==> config.mk <==
export PLATFORM = sky130hd
export DESIGN_NAME = uart_rx_word_flat
export DESIGN_NICKNAME = d
export VERILOG_FILES = /design/src/rtl/uart_rx_word_if.sv /design/src/rtl/uart_rx_word.sv /design/src/flat_wrapper.sv
export SDC_FILE = /design/constraint.sdc
export NUM_CORES = 1
export LEC_CHECK = 0
export ABC_AREA = 1
export CAP_MARGIN = 40
export CORE_MARGIN = 1
export CORE_UTILIZATION = 45
export DETAILED_ROUTE_END_ITERATION = 6
export SETUP_SLACK_MARGIN = 0.1
export SYNTH_ARGS = -nofsm -noshare
export SYNTH_HDL_FRONTEND = slang
export SYNTH_SLANG_ARGS = --single-unit
==> constraint.sdc <==
create_clock -name CLK -period 5.4 [get_ports CLK]
set_input_delay 1.35 -clock CLK [delete_from_list [all_inputs] [get_ports CLK]]
set_output_delay 1.35 -clock CLK [all_outputs]
set_load 0.1 [all_outputs]
==> src/rtl/uart_rx_word_if.sv <==
// uart_rx_word_if: word read handshake between the UART receiver FIFO and the IO buffer
//   rx_word        FIFO head word, meaningful while rx_word_valid is high
//   rx_word_valid  FIFO not empty
//   rx_word_ready  pop request from the consumer
//   rx_full        FIFO holds its maximum number of words
interface uart_rx_word_if;
   logic [31:0] rx_word;
   logic        rx_word_valid;
   logic        rx_word_ready;
   logic        rx_full;
   modport master (output rx_word, rx_word_valid, rx_full, input rx_word_ready);
   modport slave  (input rx_word, rx_word_valid, rx_full, output rx_word_ready);
endinterface

==> src/rtl/uart_rx_word.sv <==
// uart_rx_word: UART receiver packing 8N1 bytes little-endian into 32-bit words queued in a FIFO
//   CLK, RST     clock and synchronous active-high reset
//   rxd          asynchronous serial input, idle high
//   rx_if        word FIFO read side (rx_word, rx_word_valid, rx_word_ready, rx_full)
//   overrun_err  sticky: completed word dropped on a full FIFO
//   frame_err    sticky: stop bit sampled low
//   parity_err   sticky: even-parity mismatch (only with UART_RX_PARITY_EN, frame becomes 8E1)
//   err_clear    clears the sticky flags; a same-cycle set event wins
module uart_rx_word #(
   parameter int CLK_PER_BIT = 868,
   parameter int FIFO_AW     = 2
) (
   input  logic            CLK,
   input  logic            RST,
   input  logic            rxd,
   uart_rx_word_if.master  rx_if,
   output logic            overrun_err,
   output logic            frame_err,
`ifdef UART_RX_PARITY_EN
   output logic            parity_err,
`endif
   input  logic            err_clear
);
   localparam int CW    = $clog2(CLK_PER_BIT);
   localparam int PW    = FIFO_AW + 1;
   localparam int DEPTH = 2 ** FIFO_AW;
   localparam logic [CW-1:0] HALF = CW'(CLK_PER_BIT / 2 - 1);
   localparam logic [CW-1:0] FULL = CW'(CLK_PER_BIT - 1);
   typedef enum logic [2:0] {
      S_IDLE, S_START, S_DATA, S_STOP, S_WAIT_HIGH
`ifdef UART_RX_PARITY_EN
      , S_PARITY
`endif
   } state_t;
   state_t          r_state, w_state;
   logic [1:0]      r_sync;
   logic [CW-1:0]   r_cnt, w_cnt;
   logic [2:0]      r_idx, w_idx;
   logic [7:0]      r_shift, w_shift;
   logic            r_pbad, w_pbad;
   logic            w_accept, w_ferr, w_perr;
   logic [1:0]      r_bcnt;
   logic [23:0]     r_part;
   logic [31:0]     r_mem [DEPTH];
   logic [PW-1:0]   r_wp, r_rp;
   logic            r_ovr, r_ferr, r_perr;
   logic            w_rx, w_tick, w_empty, w_full, w_pop, w_push_req, w_push;
   assign w_rx       = r_sync[1];
   assign w_tick     = r_cnt == '0;
   assign w_empty    = r_wp == r_rp;
   assign w_full     = (r_wp[FIFO_AW] != r_rp[FIFO_AW]) && (r_wp[FIFO_AW-1:0] == r_rp[FIFO_AW-1:0]);
   assign w_pop      = !w_empty && rx_if.rx_word_ready;
   assign w_push_req = w_accept && r_bcnt == 2'd3;
   // a pop in the same cycle frees the slot the new word needs
   assign w_push     = w_push_req && (!w_full || w_pop);
   assign rx_if.rx_word       = r_mem[r_rp[FIFO_AW-1:0]];
   assign rx_if.rx_word_valid = !w_empty;
   assign rx_if.rx_full       = w_full;
   assign overrun_err = r_ovr;
   assign frame_err   = r_ferr;
`ifdef UART_RX_PARITY_EN
   assign parity_err  = r_perr;
`endif
   always_comb begin
      w_state  = r_state;
      w_cnt    = w_tick ? r_cnt : r_cnt - CW'(1);
      w_idx    = r_idx;
      w_shift  = r_shift;
      w_pbad   = r_pbad;
      w_accept = 1'b0;
      w_ferr   = 1'b0;
      w_perr   = 1'b0;
      case (r_state)
         S_IDLE: if (!w_rx) begin
            w_state = S_START;
            w_cnt   = HALF;
         end
         S_START: if (w_tick) begin
            w_state = w_rx ? S_IDLE : S_DATA;
            w_cnt   = FULL;
            w_idx   = 3'd0;
            w_pbad  = 1'b0;
         end
         S_DATA: if (w_tick) begin
            w_shift = {w_rx, r_shift[7:1]};
            w_idx   = r_idx + 3'd1;
            w_cnt   = FULL;
`ifdef UART_RX_PARITY_EN
            w_state = r_idx == 3'd7 ? S_PARITY : S_DATA;
`else
            w_state = r_idx == 3'd7 ? S_STOP : S_DATA;
`endif
         end
`ifdef UART_RX_PARITY_EN
         S_PARITY: if (w_tick) begin
            w_perr  = w_rx != ^r_shift;
            w_pbad  = w_perr;
            w_cnt   = FULL;
            w_state = S_STOP;
         end
`endif
         S_STOP: if (w_tick) begin
            w_accept = w_rx && !r_pbad;
            w_ferr   = !w_rx;
            w_state  = w_rx ? S_IDLE : S_WAIT_HIGH;
         end
         S_WAIT_HIGH: w_state = w_rx ? S_IDLE : S_WAIT_HIGH;
         default: w_state = S_IDLE;
      endcase
   end
   always_ff @(posedge CLK) begin
      if (RST) begin
         r_state <= S_IDLE;
         r_sync  <= 2'b11;
         r_cnt   <= '0;
         r_idx   <= '0;
         r_shift <= '0;
         r_pbad  <= 1'b0;
         r_bcnt  <= '0;
         r_part  <= '0;
         r_wp    <= '0;
         r_rp    <= '0;
         r_ovr   <= 1'b0;
         r_ferr  <= 1'b0;
         r_perr  <= 1'b0;
         for (int i = 0; i < DEPTH; i++) r_mem[i] <= '0;
      end else begin
         r_state <= w_state;
         r_sync  <= {r_sync[0], rxd};
         r_cnt   <= w_cnt;
         r_idx   <= w_idx;
         r_shift <= w_shift;
         r_pbad  <= w_pbad;
         r_ovr   <= (w_push_req && !w_push) || (r_ovr && !err_clear);
         r_ferr  <= w_ferr || (r_ferr && !err_clear);
         r_perr  <= w_perr || (r_perr && !err_clear);
         if (w_accept) begin
            r_bcnt <= r_bcnt + 2'd1;
            if (r_bcnt != 2'd3) r_part[{r_bcnt, 3'b000} +: 8] <= w_shift;
         end
         if (w_push) begin
            r_mem[r_wp[FIFO_AW-1:0]] <= {w_shift, r_part};
            r_wp <= r_wp + PW'(1);
         end
         if (w_pop) r_rp <= r_rp + PW'(1);
      end
   end
endmodule

==> src/flat_wrapper.sv <==
// flat-port wrapper written by rule: the top's interface ports become plain ports
module uart_rx_word_flat 
#(
   parameter int CLK_PER_BIT = 868,
   parameter int FIFO_AW     = 2
)
  (CLK, RST, rxd, overrun_err, frame_err, err_clear, rx_if_rx_word, rx_if_rx_word_valid, rx_if_rx_full, rx_if_rx_word_ready);
  uart_rx_word_if rx_if_i ();
  input  logic CLK;
  input  logic RST;
  input  logic rxd;
  output logic overrun_err;
  output logic frame_err;
  input  logic err_clear;
  output wire logic [$bits(rx_if_i.rx_word)-1:0] rx_if_rx_word;
  output wire logic [$bits(rx_if_i.rx_word_valid)-1:0] rx_if_rx_word_valid;
  output wire logic [$bits(rx_if_i.rx_full)-1:0] rx_if_rx_full;
  input wire logic [$bits(rx_if_i.rx_word_ready)-1:0] rx_if_rx_word_ready;
  assign rx_if_rx_word = rx_if_i.rx_word;
  assign rx_if_rx_word_valid = rx_if_i.rx_word_valid;
  assign rx_if_rx_full = rx_if_i.rx_full;
  assign rx_if_i.rx_word_ready = rx_if_rx_word_ready;
  uart_rx_word #(.CLK_PER_BIT(CLK_PER_BIT), .FIFO_AW(FIFO_AW)) u_core (.CLK(CLK), .RST(RST), .rxd(rxd), .rx_if(rx_if_i), .overrun_err(overrun_err), .frame_err(frame_err), .err_clear(err_clear));
endmodule
==> impl_results.md, run 1 <==
- Grt total ovfl: 0
- Hold_buf cts: 0
- Max-slew violations: 0
- Post-synth EDFFs: 128
- Worst Setup Start Kind: flip-flop
- Yosys warns: 0
- Post-route insts no fill: 1168
- Post-CTS Resized: 0
- Commonest non-fill, non-tap cell in the layout: nor2_1
- HPWL after DPL: 12.8 mm
- Fin crit period: 3.81 ns
- Port bufs: 40
- Int Pwr: 0.00257 W
- Post-synthesis average cell area: 9.45 µm²
- Switching Fraction: 35.1%
- N_diodes: 0
- Die X: 138 µm
- Main synth FF type: edfxtp_1
- Dpl cells: 1136
- Crit path arrival time: 2.46 ns
- CTS clock-pin slew for the worst setup and hold paths: 0.07 ns
- Worst hold path type: reg2reg
- Fmax: 262 MHz
- Period utilization: 70.6%
- CTS tree: done
- Routed Antenna Nets: 0
- Status: finished, final reports clean
- Clock latency on the worst-skew pair: 0.43 ns
- H-tree levels: 4
- Initial Util: 46.2%
- Routed wire length per instance: 16.8 µm
- Post-synthesis cell count: 881
- PwrDens: 409 nW/µm²
- Combinational Power Share: 28.0%
- Layout cell share with drive strength beyond 1: 10.1%
- Setup TNS: 0 ns
- CP Data Required Time: 4.05 ns
- Switching Power: 0.00139 W
- Largest net degree at the start of global routing: 65
- Gpl congestion: 0.823
- Via-to-Cell Ratio: 5.21
- Drt drc: 0
- Vias: 6080
- Vias in the first global route: 5834
- CTS root buffer: clkbuf_16
- FF+latch count, synth: 190
- Area growth syn-to-layout: 16.1%
- Num CTS Buffers: 17
- Critical-path maximum fanout: 64
- Fill count: 1633
- Total track usage: 21.1%
- Clock power frac: 29.8%
- Core area: 18000 µm²
- Synth async-reset ratio: 0%
- Reg power frac: 42.2%
- Hold depth: 1
- Rows: 49
- CTS max path bufs: 2
- Commonest non-fill, non-tap cells in the layout: 279 x nor2_1, 128 x edfxtp_1, 75 x o21ai_0
- Initial DRC count: 407
- Die area: 19100 µm²
- Sequential area share after synthesis: 61.0%
- Max Cap Violations: 0
- Worst Setup End Kind: output pin
- Mapped Nets: 897
- VDD IR max: 0.325 mV
- # IOs: 41
- Synth cell types: 34
- Clock sink count: 190
- Max Clock Skew: 0.0103 ns
- Die Ht: 138 µm
- Fin. Hold Viols: 0
- Global-route wire length before repair: 31.5 mm
- LEAKAGE: 3.56 nW
- Area after DPL: 9120 µm²
- RSZ-0062 raised after global routing: false
- Nets: 942
- Buffer count from post-CTS setup fixing: 0
- # setup viols final: 0
- Initial antenna violation count: 0
- Transition time of the tightest slew-check pin: 0.633 ns
- First-pass detailed-route iteration total: 5
- Crit Path Class: reg2out
- Design area: 9670 µm²
- Worst reg-to-reg path cell count: 11
- Detailed Route WL: 19.6 mm
- Mapped Area: 8330 µm²
- Slew margin rel.: 57.8%
state kept, by name (all words and copies together) (netlist names), named ones only:
signal              flops
u_core.r_state          3
u_core.r_mem          128
u_core.r_sync           2
u_core.overrun_err      1
u_core.r_idx            3
u_core.r_wp             3
u_core.frame_err        1
u_core.r_bcnt           2
u_core.r_shift          8
u_core.r_cnt           10
u_core.r_part          24
u_core.r_rp             3
layout make-up:
cell class | instances | area, µm² | share of cell area [%]
sequential | 190 | 5090 | 52.6
multi-input combinational | 578 | 2760 | 28.6
timing repair buffer | 68 | 721 | 7.45
clock buffer | 18 | 429 | 4.44
tap | 229 | 287 | 2.96
inverter | 71 | 267 | 2.76
clock inverter | 14 | 119 | 1.23
kinds of logic (layout without fill, tap and decap cells):
kind of cell	Yosys count	after routing	synth area share, %
adder cells (fa/ha/maj)	11	11	1.65
XOR/XNOR	9	9	0.946
flip-flops	190	190	61.0
buffers and inverters	113	171	5.95
AO/OA/AOI/OAI	134	134	8.76
AND/OR/NAND/NOR	424	424	21.6
synth_stat cells, types with 2 or more instances:
| master | instances | area [µm²] |
|---|---|---|
| nor2_1 | 279 | 1050 |
| edfxtp_1 | 128 | 3840 |
| o21ai_0 | 75 | 375 |
| nand2_1 | 72 | 270 |
| inv_1 | 68 | 255 |
| dfxtp_1 | 62 | 1240 |
| o22ai_1 | 32 | 200 |
| nand3_1 | 29 | 145 |
| clkbuf_1 | 27 | 101 |
| a21oi_1 | 19 | 95.1 |
| nor3_1 | 15 | 75.1 |
| nand4_1 | 12 | 75.1 |
| ha_1 | 11 | 138 |
| buf_6 | 9 | 101 |
| xnor2_1 | 7 | 61.3 |
| nand3_4 | 4 | 70.1 |
| buf_1 | 3 | 11.3 |
| buf_2 | 3 | 15.0 |
| nor3_2 | 3 | 30.0 |
| a31oi_1 | 2 | 12.5 |
| clkinv_1 | 2 | 7.51 |
| nand2_2 | 2 | 12.5 |
| nor2_2 | 2 | 12.5 |
| nor2_8 | 2 | 40.0 |
| o31ai_1 | 2 | 15.0 |
| or2_2 | 2 | 12.5 |
| xor2_1 | 2 | 17.5 |
stage by stage:
stage          total power, W  utilization [%]  setup WS, ns  hold WS, ns
6_report              0.00396             53.7          1.59        0.410
5_1_grt               0.00411             53.7          1.46        0.422
4_1_cts               0.00397             53.7          1.59        0.411
3_5_place_dp          0.00281             50.6          1.33        0.393
3_3_place_gp          0.00273             49.0          1.37        0.393
2_1_floorplan         0.00251                -         0.771        0.389
power by group through the flow:
stage | clock network, W | registers (W) | logic [W]
global placement | 0 | 0.00170 | 0.00103
CTS | 0.00119 | 0.00167 | 0.00111
floorplan | 0 | 0.00169 | 0.000820
finish | 0.00118 | 0.00167 | 0.00111
global route | 0.00125 | 0.00168 | 0.00119
detailed placement | 0 | 0.00170 | 0.00111
path summary, 6_finish.rpt:
path	from	endpoint	slack [ns]
min	u_core.r_sync[0]	u_core.r_sync[1]	0.41
min reg2reg	u_core.r_sync[0]	u_core.r_sync[1]	0.41
max	flip-flop	rx_if_rx_word[18]	1.59
max reg2reg	u_core.r_cnt[0]	u_core.r_mem[1][24]	1.90
routing by layer:
layer | vias up | track usage (%) | part of all wire (%)
li1 | 3039 | - | -
met1 | 2844 | 29.9 | 47
met2 | 177 | 33.7 | 47
met3 | 20 | 3.43 | 5.1
met4 | 0 | 5.78 | 1.3
met5 | - | 0 | 0
critical path, stage by stage, from the launching register on:
cell and delay [ns]:
dfxtp_2 0.33, buf_4 0.51, o21ai_0 0.22, o22ai_1 0.21
clkdlybuf4s50_1 0.54, buf_8 0.20
(Power assumes the default switching activity.)
==> run 2: changes to the inputs <==
- clock period: 5.4 -> 3.1 ns (I/O delays scaled with it)
==> run 2 against run 1 <==
Net effect: sequential share of layout area fell by 2.3 points; sequential power rose by 74%; non-clock buffer count fell by 6; largest cell class unchanged.
==> impl_results.md, run 2 (synthesized netlist as in run 1, its figures left out) <==
- Initial antenna violation count: 0 (unchanged)
- CP peak stage delay: 0.36 ns (-0.18 ns)
- Max reg flops: 128 (unchanged)
- Die area: 19100 µm² (unchanged)
- Multi-input gate area: 2970 µm² (+7.5%)
- WP buf/inv: 3 (unchanged)
- Rows: 49 (unchanged)
- DP Worst Slack: 0.436 ns (-0.891 ns)
- RSZ-0062 raised after global routing: false
- Global-route wire length before repair: 31.3 mm (-0.72%)
- Slew margin rel.: 58.6% (+0.81 points)
- Nets: 936 (-0.64%)
- Status: finished, final reports clean
- VDD IR max: 0.479 mV (+47%)
- Clock latency on the worst-skew pair: 0.43 ns (about the same)
- Buffer count from post-CTS setup fixing: 0 (unchanged)
- CP Data Required Time: 2.32 ns (-1.73 ns)
- Die Ht: 138 µm (unchanged)
- Worst reg-to-reg path cell count: 11 (unchanged)
- Top flop regs: u_core.r_mem: 128 flops, u_core.r_part: 24 flops, u_core.r_cnt: 10 flops
- Worst hold path type: reg2reg
- Initial DRC count: 552 (+36%)
- Num CTS Buffers: 17 (unchanged)
- Critical-path maximum fanout: 32 (-50%)
- Port bufs: 40 (unchanged)
- Crit path arrival time: 1.86 ns (-0.60 ns)
- Clock sink count: 190 (unchanged)
- Routed Antenna Nets: 0 (unchanged)
- # setup viols final: 0 (unchanged)
- H-tree levels: 4 (unchanged)
- Commonest non-fill, non-tap cells in the layout: 278 x nor2_1, 128 x edfxtp_1, 75 x o21ai_0
- CP top delay family: buffers and inverters
- Hold depth: 1 (unchanged)
- Routed wire length per instance: 16.5 µm (-1.4%)
- Fill count: 1578 (-3.4%)
- Biggest register: u_core.r_mem
- Post-route insts no fill: 1162 (-0.51%)
- Area growth syn-to-layout: 21.4%
- Detailed Route WL: 19.2 mm (-1.9%)
- N_diodes: 0 (unchanged)
- Post-route setup slack: 0.464 ns (-1.12 ns)
- Hold WS: 0.419 ns (+0.00936 ns)
- Grt total ovfl: 0 (unchanged)
- Commonest non-fill, non-tap cell in the layout: nor2_1
- Post-CTS Resized: 0 (unchanged)
- Gpl congestion: 0.827 (+0.40%)
- Register Area: 5090 µm² (unchanged)
- Hold_buf cts: 0 (unchanged)
- Period utilization: 85.0%
- Via-to-Cell Ratio: 5.22 (+0.28%)
- Sequence of cells on the critical path: inv_1 > buf_4 > o21ai_0 > o22ai_2 > buf_12
- Die X: 138 µm (unchanged)
- HPWL after DPL: 12.4 mm (-3.4%)
- Max-slew violations: 0 (unchanged)
- Transition time of the tightest slew-check pin: 0.617 ns (-0.0156 ns)
- Core area: 18000 µm² (unchanged)
- Max Cap Violations: 0 (unchanged)
- Dpl cells: 1130 (-0.53%)
- CTS tree: done
- CTS root buffer: clkbuf_16
- CTS max path bufs: 2 (unchanged)
- Setup TNS: 0 ns (unchanged)
- Vias in the first global route: 5674 (-2.7%)
- Initial Util: 46.2% (unchanged)
- Worst Setup End Kind: output pin
- Layout cell share with drive strength beyond 1: 15.0% (+4.9 points)
- Fmax: 379 MHz
- PwrDens: 726 nW/µm² (+77%)
- Largest net degree at the start of global routing: 39 (-40%)
- Drt drc: 0 (unchanged)
- CTS clock-pin slew for the worst setup and hold paths: 0.06 ns (about the same)
- Fin. Hold Viols: 0 (unchanged)
- Fin crit period: 2.64 ns
- # IOs: 41 (unchanged)
- Worst Setup Start Kind: flip-flop
- Total track usage: 21.2% (+0.081 points)
- Crit path depth: 5 (unchanged)
- Vias: 6066 (-0.23%)
- Flop-to-flop setup slack: 0.53 ns (-1.37 ns)
- First-pass detailed-route iteration total: 5 (unchanged)
- Critical path's slowest cell: buf_4
- LEAKAGE: 3.75 nW (+5.4%)
- Crit Path Class: reg2out
- Max Clock Skew: 0.00715 ns (-0.00316 ns)
## run 2: metrics by stage
| stage | util [%] | instance area, µm² | power, W |
|---|---|---|---|
| global route | 56.1 | 10100 | 0.00764 |
| finish | 56.1 | 10100 | 0.00734 |
| CTS | 56.1 | 10100 | 0.00737 |
| detailed placement | 52.7 | 9490 | 0.00510 |
| global placement | 52.7 | 9490 | 0.00510 |
| floorplan | - | 8550 | 0.00444 |
## run 2: power breakdown
group / internal (W) / switching (W)
clock: 0.00136 / 0.000944
combinational: 0.000686 / 0.00145
sequential: 0.00283 / 0.0000778
total: 0.00487 / 0.00247
## run 2: path summary, 6_finish.rpt
path                    start             endpoint
min reg2reg  u_core.r_sync[0]     u_core.r_sync[1]
max                 flip-flop    rx_if_rx_word[14]
min          u_core.r_sync[0]     u_core.r_sync[1]
max reg2reg   u_core.r_cnt[0]  u_core.r_mem[0][30]
## run 2: final cells by class
cell class / count / share of cell area [%]
Tap cell: 229 / 2.83
Multi-Input combinational cell: 578 / 29.4
Clock inverter: 13 / 1.86
Clock buffer: 19 / 4.28
Timing Repair Buffer: 62 / 8.73
Sequential cell: 190 / 50.3
Inverter: 71 / 2.64
## run 2: routing by layer
layer	wire, µm	vias to the layer above	global-route usage [%]
met5	0	-	0
met4	202	0	5.61
met3	939	16	4.16
met2	9040	146	34.0
met1	9040	2876	29.5
li1	-	3028	-
## run 2: worst reg2reg max path: cells and delay by family, from the launching register on
| family | cells | cell delay, ns |
|---|---|---|
| adder cells (fa/ha/maj) | 1 | 0.20 |
| AND/OR/NAND/NOR | 8 | 1.40 |
| buffers and inverters | 2 | 0.31 |
| flip-flops | 1 | 0.33 |
